**config.mk**
```make
export PLATFORM = sky130hd
export DESIGN_NAME = uart_tx_buffered
export DESIGN_NICKNAME = d
export VERILOG_FILES = /design/src/rtl/uart_pkg.sv /design/src/rtl/sync_fifo.sv /design/src/rtl/uart_tx_buffered.sv
export SDC_FILE = /design/constraint.sdc
export NUM_CORES = 1
export LEC_CHECK = 0
export ABC_AREA = 1
export CORE_MARGIN = 2
export CORE_UTILIZATION = 35
export CTS_BUF_LIST = sky130_fd_sc_hd__clkbuf_4 sky130_fd_sc_hd__clkbuf_8
export CTS_CLUSTER_DIAMETER = 120
export DETAILED_ROUTE_END_ITERATION = 7
export DONT_BUFFER_PORTS = 1
export RECOVER_POWER = 25
export REMOVE_ABC_BUFFERS = 1
export SETUP_SLACK_MARGIN = 0.02
export SLEW_MARGIN = 20
export SYNTH_ARGS = -nofsm -noshare
export SYNTH_HDL_FRONTEND = slang
export SYNTH_SLANG_ARGS = --single-unit
export TNS_END_PERCENT = 30
```
**constraint.sdc**
```tcl
create_clock -name i_Clock -period 2.93 [get_ports i_Clock]
set_input_delay 0.586 -clock i_Clock [delete_from_list [all_inputs] [get_ports i_Clock]]
set_output_delay 0.586 -clock i_Clock [all_outputs]
set_load 0.01 [all_outputs]
```
**src/rtl/uart_pkg.sv**
```systemverilog
// Shared UART definitions: parity modes, TX FSM encoding and a constant clog2.
package uart_pkg;

  localparam int unsigned PAR_NONE = 0;
  localparam int unsigned PAR_ODD  = 1;
  localparam int unsigned PAR_EVEN = 2;

  typedef enum logic [2:0] {
    ST_IDLE   = 3'd0,
    ST_START  = 3'd1,
    ST_DATA   = 3'd2,
    ST_PARITY = 3'd3,
    ST_STOP   = 3'd4
  } tx_state_e;

  function automatic int unsigned clog2(input int unsigned value);
    int unsigned r;
    r = 0;
    while ((64'd1 << r) < 64'(value)) r++;
    return r;
  endfunction

endpackage

```
**src/rtl/sync_fifo.sv**
```systemverilog
// Synchronous first-word-fall-through FIFO with registered full/empty flags.
module sync_fifo
  import uart_pkg::*;
#(
  parameter int unsigned WIDTH = 8,
  parameter int unsigned DEPTH = 4
) (
  input  logic                  clk_i,
  input  logic                  rst_n_i,
  input  logic                  push_i,
  input  logic                  pop_i,
  input  logic [WIDTH-1:0]      din_i,
  output logic [WIDTH-1:0]      dout_o,
  output logic                  full_o,
  output logic                  empty_o,
  output logic [clog2(DEPTH):0] count_o
);

  localparam int unsigned AW = clog2(DEPTH);
  localparam int unsigned CW = AW + 1;

  logic [WIDTH-1:0] mem_q [DEPTH];
  logic [AW-1:0]    wr_ptr_q;
  logic [AW-1:0]    rd_ptr_q;
  logic [CW-1:0]    count_q;
  logic [CW-1:0]    count_d;
  logic             full_q;
  logic             empty_q;
  logic             push_ok_c;
  logic             pop_ok_c;

  // Flags are sampled before the edge, so a pop never makes room for a same-edge push.
  assign push_ok_c = push_i & ~full_q;
  assign pop_ok_c  = pop_i & ~empty_q;

  always_comb begin
    count_d = count_q;
    case ({push_ok_c, pop_ok_c})
      2'b10:   count_d = count_q + CW'(1);
      2'b01:   count_d = count_q - CW'(1);
      default: count_d = count_q;
    endcase
  end

  always_ff @(posedge clk_i or negedge rst_n_i) begin
    if (!rst_n_i) begin
      wr_ptr_q <= '0;
      rd_ptr_q <= '0;
      count_q  <= '0;
      full_q   <= 1'b0;
      empty_q  <= 1'b1;
    end else begin
      if (push_ok_c) wr_ptr_q <= wr_ptr_q + AW'(1);
      if (pop_ok_c)  rd_ptr_q <= rd_ptr_q + AW'(1);
      count_q <= count_d;
      full_q  <= (count_d == CW'(DEPTH));
      empty_q <= (count_d == '0);
    end
  end

  always_ff @(posedge clk_i) begin
    if (push_ok_c) mem_q[wr_ptr_q] <= din_i;
  end

  assign dout_o  = mem_q[rd_ptr_q];
  assign full_o  = full_q;
  assign empty_o = empty_q;
  assign count_o = count_q;

endmodule

```
**src/rtl/uart_tx_buffered.sv**
```systemverilog
// FIFO-buffered UART transmitter; frames leave back-to-back while words are queued.
module uart_tx_buffered
  import uart_pkg::*;
#(
  parameter int unsigned CLKS_PER_BIT = 217,
  parameter int unsigned DATA_BITS    = 8,
  parameter int unsigned PARITY       = 0,
  parameter int unsigned STOP_BITS    = 1,
  parameter int unsigned FIFO_DEPTH   = 4
) (
  input  logic                       i_Clock,
  input  logic                       i_Rst_n,
  input  logic                       i_TX_DV,
  input  logic [DATA_BITS-1:0]       i_TX_Byte,
  output logic                       o_TX_Ready,
  output logic                       o_TX_Active,
  output logic                       o_uart_tx,
  output logic                       o_TX_Done,
  output logic                       o_Overflow,
  output logic [clog2(FIFO_DEPTH):0] o_FIFO_Count
);

  if (CLKS_PER_BIT < 2) begin : g_bad_cpb
    $error("CLKS_PER_BIT must be >= 2");
  end
  if (DATA_BITS < 5 || DATA_BITS > 9) begin : g_bad_data_bits
    $error("DATA_BITS must be in 5..9");
  end
  if (PARITY > PAR_EVEN) begin : g_bad_parity
    $error("PARITY must be 0, 1 or 2");
  end
  if (STOP_BITS < 1 || STOP_BITS > 2) begin : g_bad_stop_bits
    $error("STOP_BITS must be 1 or 2");
  end
  if (FIFO_DEPTH < 2 || (FIFO_DEPTH & (FIFO_DEPTH - 1)) != 0) begin : g_bad_depth
    $error("FIFO_DEPTH must be a power of two >= 2");
  end

  localparam int unsigned CNT_W = clog2(CLKS_PER_BIT);
  localparam int unsigned IDX_W = clog2(DATA_BITS);
  localparam int unsigned CW    = clog2(FIFO_DEPTH) + 1;

  tx_state_e            state_q, state_d;
  logic [CNT_W-1:0]     clk_cnt_q, clk_cnt_d;
  logic [IDX_W-1:0]     bit_idx_q, bit_idx_d;
  logic [DATA_BITS-1:0] shift_q, shift_d;
  logic                 par_q, par_d;
  logic                 tx_q, tx_d;
  logic                 active_q, active_d;
  logic                 done_q, done_d;
  logic                 ovf_q;

  logic                 bit_end_c;
  logic                 fifo_push_c;
  logic                 fifo_pop_c;
  logic                 fifo_full_c;
  logic                 fifo_empty_c;
  logic [DATA_BITS-1:0] fifo_dout_c;
  logic [CW-1:0]        fifo_count_c;

  assign fifo_push_c = i_TX_DV & ~fifo_full_c;

  sync_fifo #(
    .WIDTH (DATA_BITS),
    .DEPTH (FIFO_DEPTH)
  ) u_fifo (
    .clk_i   (i_Clock),
    .rst_n_i (i_Rst_n),
    .push_i  (fifo_push_c),
    .pop_i   (fifo_pop_c),
    .din_i   (i_TX_Byte),
    .dout_o  (fifo_dout_c),
    .full_o  (fifo_full_c),
    .empty_o (fifo_empty_c),
    .count_o (fifo_count_c)
  );

  assign bit_end_c = (clk_cnt_q == CNT_W'(CLKS_PER_BIT - 1));

  // State and datapath registers; serial outputs are registered from next-state values.
  always_ff @(posedge i_Clock or negedge i_Rst_n) begin
    if (!i_Rst_n) begin
      state_q   <= ST_IDLE;
      clk_cnt_q <= '0;
      bit_idx_q <= '0;
      shift_q   <= '0;
      par_q     <= 1'b0;
      tx_q      <= 1'b1;
      active_q  <= 1'b0;
      done_q    <= 1'b0;
      ovf_q     <= 1'b0;
    end else begin
      state_q   <= state_d;
      clk_cnt_q <= clk_cnt_d;
      bit_idx_q <= bit_idx_d;
      shift_q   <= shift_d;
      par_q     <= par_d;
      tx_q      <= tx_d;
      active_q  <= active_d;
      done_q    <= done_d;
      ovf_q     <= i_TX_DV & fifo_full_c;
    end
  end

  // Next state, counters, shift register and parity accumulator.
  always_comb begin
    state_d    = state_q;
    clk_cnt_d  = clk_cnt_q + CNT_W'(1);
    bit_idx_d  = bit_idx_q;
    shift_d    = shift_q;
    par_d      = par_q;
    fifo_pop_c = 1'b0;

    case (state_q)
      ST_IDLE: begin
        clk_cnt_d = '0;
        bit_idx_d = '0;
        if (!fifo_empty_c) begin
          fifo_pop_c = 1'b1;
          shift_d    = fifo_dout_c;
          par_d      = 1'b0;
          state_d    = ST_START;
        end
      end
      ST_START: begin
        if (bit_end_c) begin
          clk_cnt_d = '0;
          state_d   = ST_DATA;
        end
      end
      ST_DATA: begin
        if (bit_end_c) begin
          clk_cnt_d = '0;
          par_d     = par_q ^ shift_q[0];
          shift_d   = shift_q >> 1;
          if (bit_idx_q == IDX_W'(DATA_BITS - 1)) begin
            bit_idx_d = '0;
            state_d   = (PARITY != PAR_NONE) ? ST_PARITY : ST_STOP;
          end else begin
            bit_idx_d = bit_idx_q + IDX_W'(1);
          end
        end
      end
      ST_PARITY: begin
        if (bit_end_c) begin
          clk_cnt_d = '0;
          state_d   = ST_STOP;
        end
      end
      ST_STOP: begin
        if (bit_end_c) begin
          clk_cnt_d = '0;
          if (bit_idx_q == IDX_W'(STOP_BITS - 1)) begin
            bit_idx_d = '0;
            if (!fifo_empty_c) begin
              fifo_pop_c = 1'b1;
              shift_d    = fifo_dout_c;
              par_d      = 1'b0;
              state_d    = ST_START;
            end else begin
              state_d = ST_IDLE;
            end
          end else begin
            bit_idx_d = bit_idx_q + IDX_W'(1);
          end
        end
      end
      default: begin
        clk_cnt_d = '0;
        bit_idx_d = '0;
        state_d   = ST_IDLE;
      end
    endcase
  end

  // Line level, activity and end-of-frame pulse for the cycle after the edge.
  always_comb begin
    tx_d     = 1'b1;
    active_d = (state_d != ST_IDLE);
    done_d   = (state_d == ST_STOP) &&
               (bit_idx_d == IDX_W'(STOP_BITS - 1)) &&
               (clk_cnt_d == CNT_W'(CLKS_PER_BIT - 1));
    case (state_d)
      ST_START:  tx_d = 1'b0;
      ST_DATA:   tx_d = shift_d[0];
      ST_PARITY: tx_d = par_d ^ (PARITY == PAR_ODD);
      default:   tx_d = 1'b1;
    endcase
  end

  assign o_TX_Ready   = ~fifo_full_c;
  assign o_TX_Active  = active_q;
  assign o_uart_tx    = tx_q;
  assign o_TX_Done    = done_q;
  assign o_Overflow   = ovf_q;
  assign o_FIFO_Count = fifo_count_c;

endmodule
```
==> impl_metrics.env, run 1 <==
export IMPL_status="finished, violations left"
export IMPL_violations="capacitance limit, slew limit"
export IMPL_rsz0062_at_grt="false"
export IMPL_vias=2464
export IMPL_cts_buffer_depth=2
export IMPL_synthFlopType="dfrtp_1"
export IMPL_wl_per_cell_um=12.8
export IMPL_cts_root_buf="clkbuf_8"
export IMPL_drt_first_pass_iters=4
export IMPL_cp_buffers_inverters=3
export IMPL_grt_max_degree=35
export IMPL_layout_commonest_cell="nand2_1"
export IMPL_r2r_end="u_fifo.full_o"
export IMPL_synth_compound_area_share_pct=8.43
export IMPL_hold_class="in2async"
export IMPL_io_buffers=0
export IMPL_rows=36
export IMPL_fmax_mhz=381
export IMPL_worst_clock_skew_ns=0.0125
export IMPL_cp_end_kind="flip-flop"
export IMPL_p_leak_uw=0.00169
export IMPL_crit_end="u_fifo.full_o"
export IMPL_initial_core_util_pct=35.4
export IMPL_dp_hpwl_mm=4.54
export IMPL_grt_pass1_vias=2468
export IMPL_path_delay_family="simple AND/OR/NAND/NOR gates"
export IMPL_path_common_cell="inv_1"
export IMPL_path_max_fanout=4
export IMPL_slew_limit_headroom_pct=-22.9
export IMPL_drtAntennaViolNets=0
export IMPL_startpoint_type="flip-flop"
export IMPL_yosys_area_top_type="edfxtp_1"
export IMPL_synth_top_family_by_area="simple AND/OR/NAND/NOR gates"
export IMPL_core_area_um2=9640
export IMPL_synthTopCellsByArea="edfxtp_1, dfrtp_1, nand2_1"
export IMPL_viasPerCell=4.74
export IMPL_cts_tree="built"
export IMPL_fin_crit_ns=2.62
export IMPL_slew_viol_final=35
export IMPL_ys_ff_latch=68
export IMPL_ir_worst_vdd_mv=0.448
export IMPL_cap_violations=1
export IMPL_setup_viol=0
export IMPL_wirelength_mm=6.67
export IMPL_syn_instance_count=372
export IMPL_synth_top_area_share_pct=28.1
export IMPL_r2r_start="clk_cnt_q[0]"
export IMPL_drt_iter0_drc=113
export IMPL_reg2regPathDepth=16
export IMPL_startpoint="clk_cnt_q[0]"
export IMPL_cpPeakStageDelay_ns=0.41
export IMPL_fin_crit_sh_pct=89.6
export IMPL_final_util_pct=39.5
export IMPL_chipHeight_um=103
export IMPL_die_w_um=103
export IMPL_synth_edf_count=32
export IMPL_path_cells="inv_1, ha_1, nand2_2, nor2_4, nand3_1, nand2_1, nand2_1, nor2_4, ha_1, inv_1, fa_1, a21oi_1, o21ai_0, xor2_1, inv_1, nor2_1"
export IMPL_drcViolationCount=0
export IMPL_required_ns=3.20
export IMPL_cpMaxStageDelayCell="dfrtp_1"
export IMPL_antenna_found_initial=0
export IMPL_synthMuxAreaShare_pct=0
export IMPL_ys_warnings_count=0
export IMPL_htree_num_levels=3
export IMPL_synthArstFlopShare_pct=52.9
export IMPL_synth_area_um2=3410
export IMPL_final_fill_count=962
export IMPL_area_growth_pct=11.5
export IMPL_yosysSeqAreaShare_pct=54.6
export IMPL_cp_arrival_ns=2.90
export IMPL_syn_area_per_cell_um2=9.18
export IMPL_numClockSinks=68
export IMPL_grt_first_pass_wirelength_mm=11.3
export IMPL_clk_pin_slew_ns=0.08
export IMPL_grtUsageTotal_pct=14.1
export IMPL_worstMarginPinSlew_ns=1.84
export IMPL_num_antenna_cells=0
export IMPL_io_pins=19
export IMPL_synth_simple_area_share_pct=24.7
export IMPL_setup_tns_final_ns=0
export IMPL_hold_viol=0
export IMPL_ys_types=44
export IMPL_gp_congestion=0.799
export IMPL_clkLatencyLatePin_ns=0.35
export IMPL_drive_above_1_share_pct=14.0
export IMPL_critical_path_class="reg2reg"
export IMPL_pwr_density_cell_nw_per_um2=626
export IMPL_nets=404
export IMPL_mostFrequentLayoutCells="nand2_1, inv_1, nor2_1"
export IMPL_crit_cells=16
export IMPL_r2r_slack_ns=0.31
export IMPL_synth_adder_area_share_pct=4.25
export IMPL_die_area_um2=10600
export IMPL_overflow=0
export IMPL_synth_xor_area_share_pct=1.28
export IMPL_cts_made_buffers=9
kinds of logic (layout without fill, tap and decap cells):
kind of cell	count (synthesis)	in the layout
AOI/OAI and AO/OA	50	50
xor gates and xnor gates	5	5
adders and majority gates	11	11
buffers and inverters	57	72
DFF	68	68
and+or+nand+nor	181	181
metal layers:
layer | part of all wire [%] | track usage, % | routed length, um
met1 | 46 | 16.7 | 3050
met2 | 48 | 23.8 | 3190
met3 | 4.0 | 4.54 | 265
met4 | 2.6 | 5.77 | 172
met5 | 0 | 0 | 0
layout make-up:
class	instances	area [um2]	share of cell area, %
inverters	51	196	5.16
clock inverters	7	98.8	2.60
well taps	133	166	4.37
repair buffers	5	33.8	0.887
clock buffers	9	124	3.25
flip-flops and latches	68	1860	48.9
multi-input cells	247	1330	34.8
report_power, final:
part	switching [uW]	internal, uW	leakage, uW
logic	189	99.8	0.000846
registers	78.4	1140	0.000732
clock network	393	485	0.000110
total	660	1720	0.00169
metrics by stage:
step	hold slack, ns	instances	setup WS [ns]	power, uW	instance area, um2
final	0.0762	520	0.306	2380	3810
after global routing	0.0494	520	0.0205	2510	3810
after CTS	0.0617	517	0.192	2390	3800
after detailed placement	0.293	500	0.218	1510	3550
after global placement	0.293	500	0.300	1500	3550
after floorplan	0.290	366	0.466	1420	3380
how the worst min path moves through the flow:
stage,to,slack [ns],depth (start not counted)
after floorplan,bit_idx_q[0],0.29,0
after global placement,clk_cnt_q[2],0.29,0
after detailed placement,clk_cnt_q[2],0.29,0
after CTS,u_fifo.empty_o,0.06,0
after global routing,u_fifo.empty_o,0.05,0
final,u_fifo.empty_o,0.08,0
synthesized netlist by cell type (2+ instances only):
library cell / number
ha_1: 10
nand3_1: 16
a21oi_1: 9
edfxtp_1: 32
dfrtp_1: 34
clkbuf_1: 2
nand2_1: 90
nor2_4: 4
nand4_1: 5
o21bai_1: 2
a22oi_1: 2
nand2_2: 8
dfstp_2: 2
o21ai_0: 25
nor3_1: 3
inv_1: 43
nor2_1: 38
nand3_2: 2
inv_2: 6
nand3b_1: 3
nor2_2: 5
buf_2: 2
xor2_1: 4
o211ai_1: 5
timing repair:
action,CTS,global route
endpoints found under the setup margin,0,2
gates resized for setup,0,1
hold buffers,1,0
hold endpoints to repair,34,0
buffers inserted,0,3
flip-flops by register name (all words and copies together) (netlist names), 2 cells and up:
signal and cells:
shift_q 8, u_fifo.count_o 3, u_fifo.mem_q 32, clk_cnt_q 8
u_fifo.rd_ptr_q 2, state_q 3, u_fifo.wr_ptr_q 2, bit_idx_q 3
Note: power is estimated with default switching activity, not from simulation.
==> run 2: changes to the inputs <==
--- a/config.mk
+++ b/config.mk
@@ -12,9 +12,11 @@
 export CTS_CLUSTER_DIAMETER = 120
 export DETAILED_ROUTE_END_ITERATION = 7
 export DONT_BUFFER_PORTS = 1
+export MAX_ROUTING_LAYER = met4
 export RECOVER_POWER = 25
 export REMOVE_ABC_BUFFERS = 1
 export SETUP_SLACK_MARGIN = 0.02
+export SKIP_LAST_GASP = 1
 export SLEW_MARGIN = 20
 export SYNTH_ARGS = -nofsm -noshare
 export SYNTH_HDL_FRONTEND = slang
==> run 2 against run 1 <==
Compared with the run above: the run still ends with capacitance limit, slew limit left; design area did not move; combinational power barely moved; first-iteration DRC count rose by 14%; sequential power barely moved; utilization did not move; final cell count did not move; hold slack improved by 0.0038 ns; via count rose by 0.57%; global-route usage rose by 0.39 points; register-to-register slack barely moved; wire length barely moved; critical path type unchanged; largest cell class unchanged.
==> impl_metrics.env, run 2 (same netlist as run 1, synthesis figures left out) <==
export IMPL_mostFrequentLayoutCells="nand2_1, inv_1, nor2_1"
export IMPL_die_area_um2=10600
export IMPL_globalRoute_busiestLayer="met2"
export IMPL_clk_pin_slew_ns=0.08
export IMPL_hold_worst_slack_ns=0.0800
export IMPL_regMostFlops="u_fifo.mem_q"
export IMPL_final_util_pct=39.5
export IMPL_numClockSinks=68
export IMPL_fmax_mhz=381
export IMPL_cp_arrival_ns=2.90
export IMPL_wirelength_mm=6.68
export IMPL_cts_root_buf="clkbuf_8"
export IMPL_hold_viol=0
export IMPL_cts_tree="built"
export IMPL_final_fill_count=962
export IMPL_grt_util_met2_pct=23.9
export IMPL_ir_worst_vdd_mv=0.452
export IMPL_slew_limit_headroom_pct=-23.0
export IMPL_overflow=0
export IMPL_multi_input_area_um2=1330
export IMPL_htree_num_levels=3
export IMPL_layout_commonest_cell="nand2_1"
export IMPL_grt_pass1_vias=2460
export IMPL_grtUsageTotal_pct=14.5
export IMPL_drt_iter0_drc=129
export IMPL_dp_hpwl_mm=4.54
export IMPL_wl_per_cell_um=12.8
export IMPL_antenna_found_initial=0
export IMPL_cts_buffer_depth=2
export IMPL_drive_above_1_share_pct=14.0
export IMPL_r2r_start="clk_cnt_q[0]"
export IMPL_fin_crit_ns=2.63
export IMPL_nets=404
export IMPL_num_antenna_cells=0
export IMPL_critical_path_class="reg2reg"
export IMPL_worst_clock_skew_ns=0.0131
export IMPL_initial_core_util_pct=35.4
export IMPL_place_ws_ns=0.218
export IMPL_startpoint_type="flip-flop"
export IMPL_io_pins=19
export IMPL_drtAntennaViolNets=0
export IMPL_rows=36
export IMPL_slew_viol_final=35
export IMPL_hold_class="in2async"
export IMPL_worstMarginPinSlew_ns=1.85
export IMPL_vias=2478
export IMPL_r2r_end="u_fifo.full_o"
export IMPL_violations="capacitance limit, slew limit"
export IMPL_gp_congestion=0.811
export IMPL_io_buffers=0
export IMPL_grt_met1_usage_pct=16.7
export IMPL_regArea_um2=1860
export IMPL_p_leak_uw=0.00169
export IMPL_clkLatencyLatePin_ns=0.35
export IMPL_setup_viol=0
export IMPL_fin_crit_sh_pct=89.7
export IMPL_die_w_um=103
export IMPL_pwr_density_cell_nw_per_um2=626
export IMPL_cp_end_kind="flip-flop"
export IMPL_setup_tns_final_ns=0
export IMPL_largest_reg_flops=32
export IMPL_area_growth_pct=11.5
export IMPL_reg2regPathDepth=16
export IMPL_cap_violations=1
export IMPL_drt_first_pass_iters=4
export IMPL_rsz0062_at_grt="false"
export IMPL_grt_first_pass_wirelength_mm=11.3
export IMPL_core_area_um2=9640
export IMPL_r2r_slack_ns=0.30
export IMPL_cts_made_buffers=9
export IMPL_viasPerCell=4.77
export IMPL_grt_max_degree=35
export IMPL_fin_ws_ns=0.302
export IMPL_status="finished, violations left"
export IMPL_power_uw=2380
export IMPL_chipHeight_um=103
export IMPL_path_max_fanout=4
export IMPL_largestRegisters="u_fifo.mem_q x32, clk_cnt_q x8, shift_q x8"
export IMPL_met3_usage_pct=4.14
export IMPL_drcViolationCount=0
export IMPL_required_ns=3.20
[run 2: cell counts in the layout (fill, tap and decap cells not counted)]
No cell type changed its count.
[run 2: area by class of cell]
| class | instances | share of cell area [%] |
|---|---|---|
| well taps | 133 | 4.37 |
| clock inverters | 7 | 2.60 |
| repair buffers | 5 | 0.887 |
| clock buffers | 9 | 3.25 |
| inverters | 51 | 5.16 |
| multi-input cells | 247 | 34.8 |
| flip-flops and latches | 68 | 48.9 |
[run 2: repair_timing]
| action | CTS | global route |
|---|---|---|
| hold buffers | 1 | 0 |
| gates resized for setup | 0 | 1 |
| endpoints found under the setup margin | 0 | 2 |
| setup buffers | 0 | 3 |
| endpoints found under the hold margin | 34 | 0 |
[run 2: metal layers]
metal | wire [um] | share of wire [%]
met5 | 0 | 0
met4 | 159 | 2.4
met3 | 237 | 3.5
met2 | 3160 | 47
met1 | 3120 | 47
[run 2: critical path: stages, from the launching register on]
cell and delay (ns):
dfrtp_1 0.41, inv_1 0.11, ha_1 0.18, nand2_2 0.07
nor2_4 0.13, nand3_1 0.09, nand2_1 0.11, nand2_1 0.11
nor2_4 0.13, ha_1 0.15, inv_1 0.06, fa_1 0.38
a21oi_1 0.14, o21ai_0 0.11, xor2_1 0.24, inv_1 0.06
nor2_1 0.10
[run 2: report_power, final]
part	internal (uW)	switching, uW
sequential	1140	78.8
clock	485	393
combinational	99.7	188
total	1720	660
[run 2: how the worst max path moves through the flow]
stage	startpoint	to	slack (ns)	cells past startpoint
finish	clk_cnt_q[0]	u_fifo.full_o	0.30	16
CTS	clk_cnt_q[0]	u_fifo.full_o	0.19	16
global route	clk_cnt_q[0]	u_fifo.full_o	0.02	16
detailed placement	clk_cnt_q[0]	u_fifo.full_o	0.22	16
floorplan	clk_cnt_q[0]	u_fifo.empty_o	0.47	14
global placement	clk_cnt_q[0]	u_fifo.full_o	0.30	16
[run 2: per-stage QoR]
step	cells	instance area, um2
floorplan	366	3380
global placement	500	3550
detailed placement	500	3550
CTS	517	3800
global route	520	3810
finish	520	3810
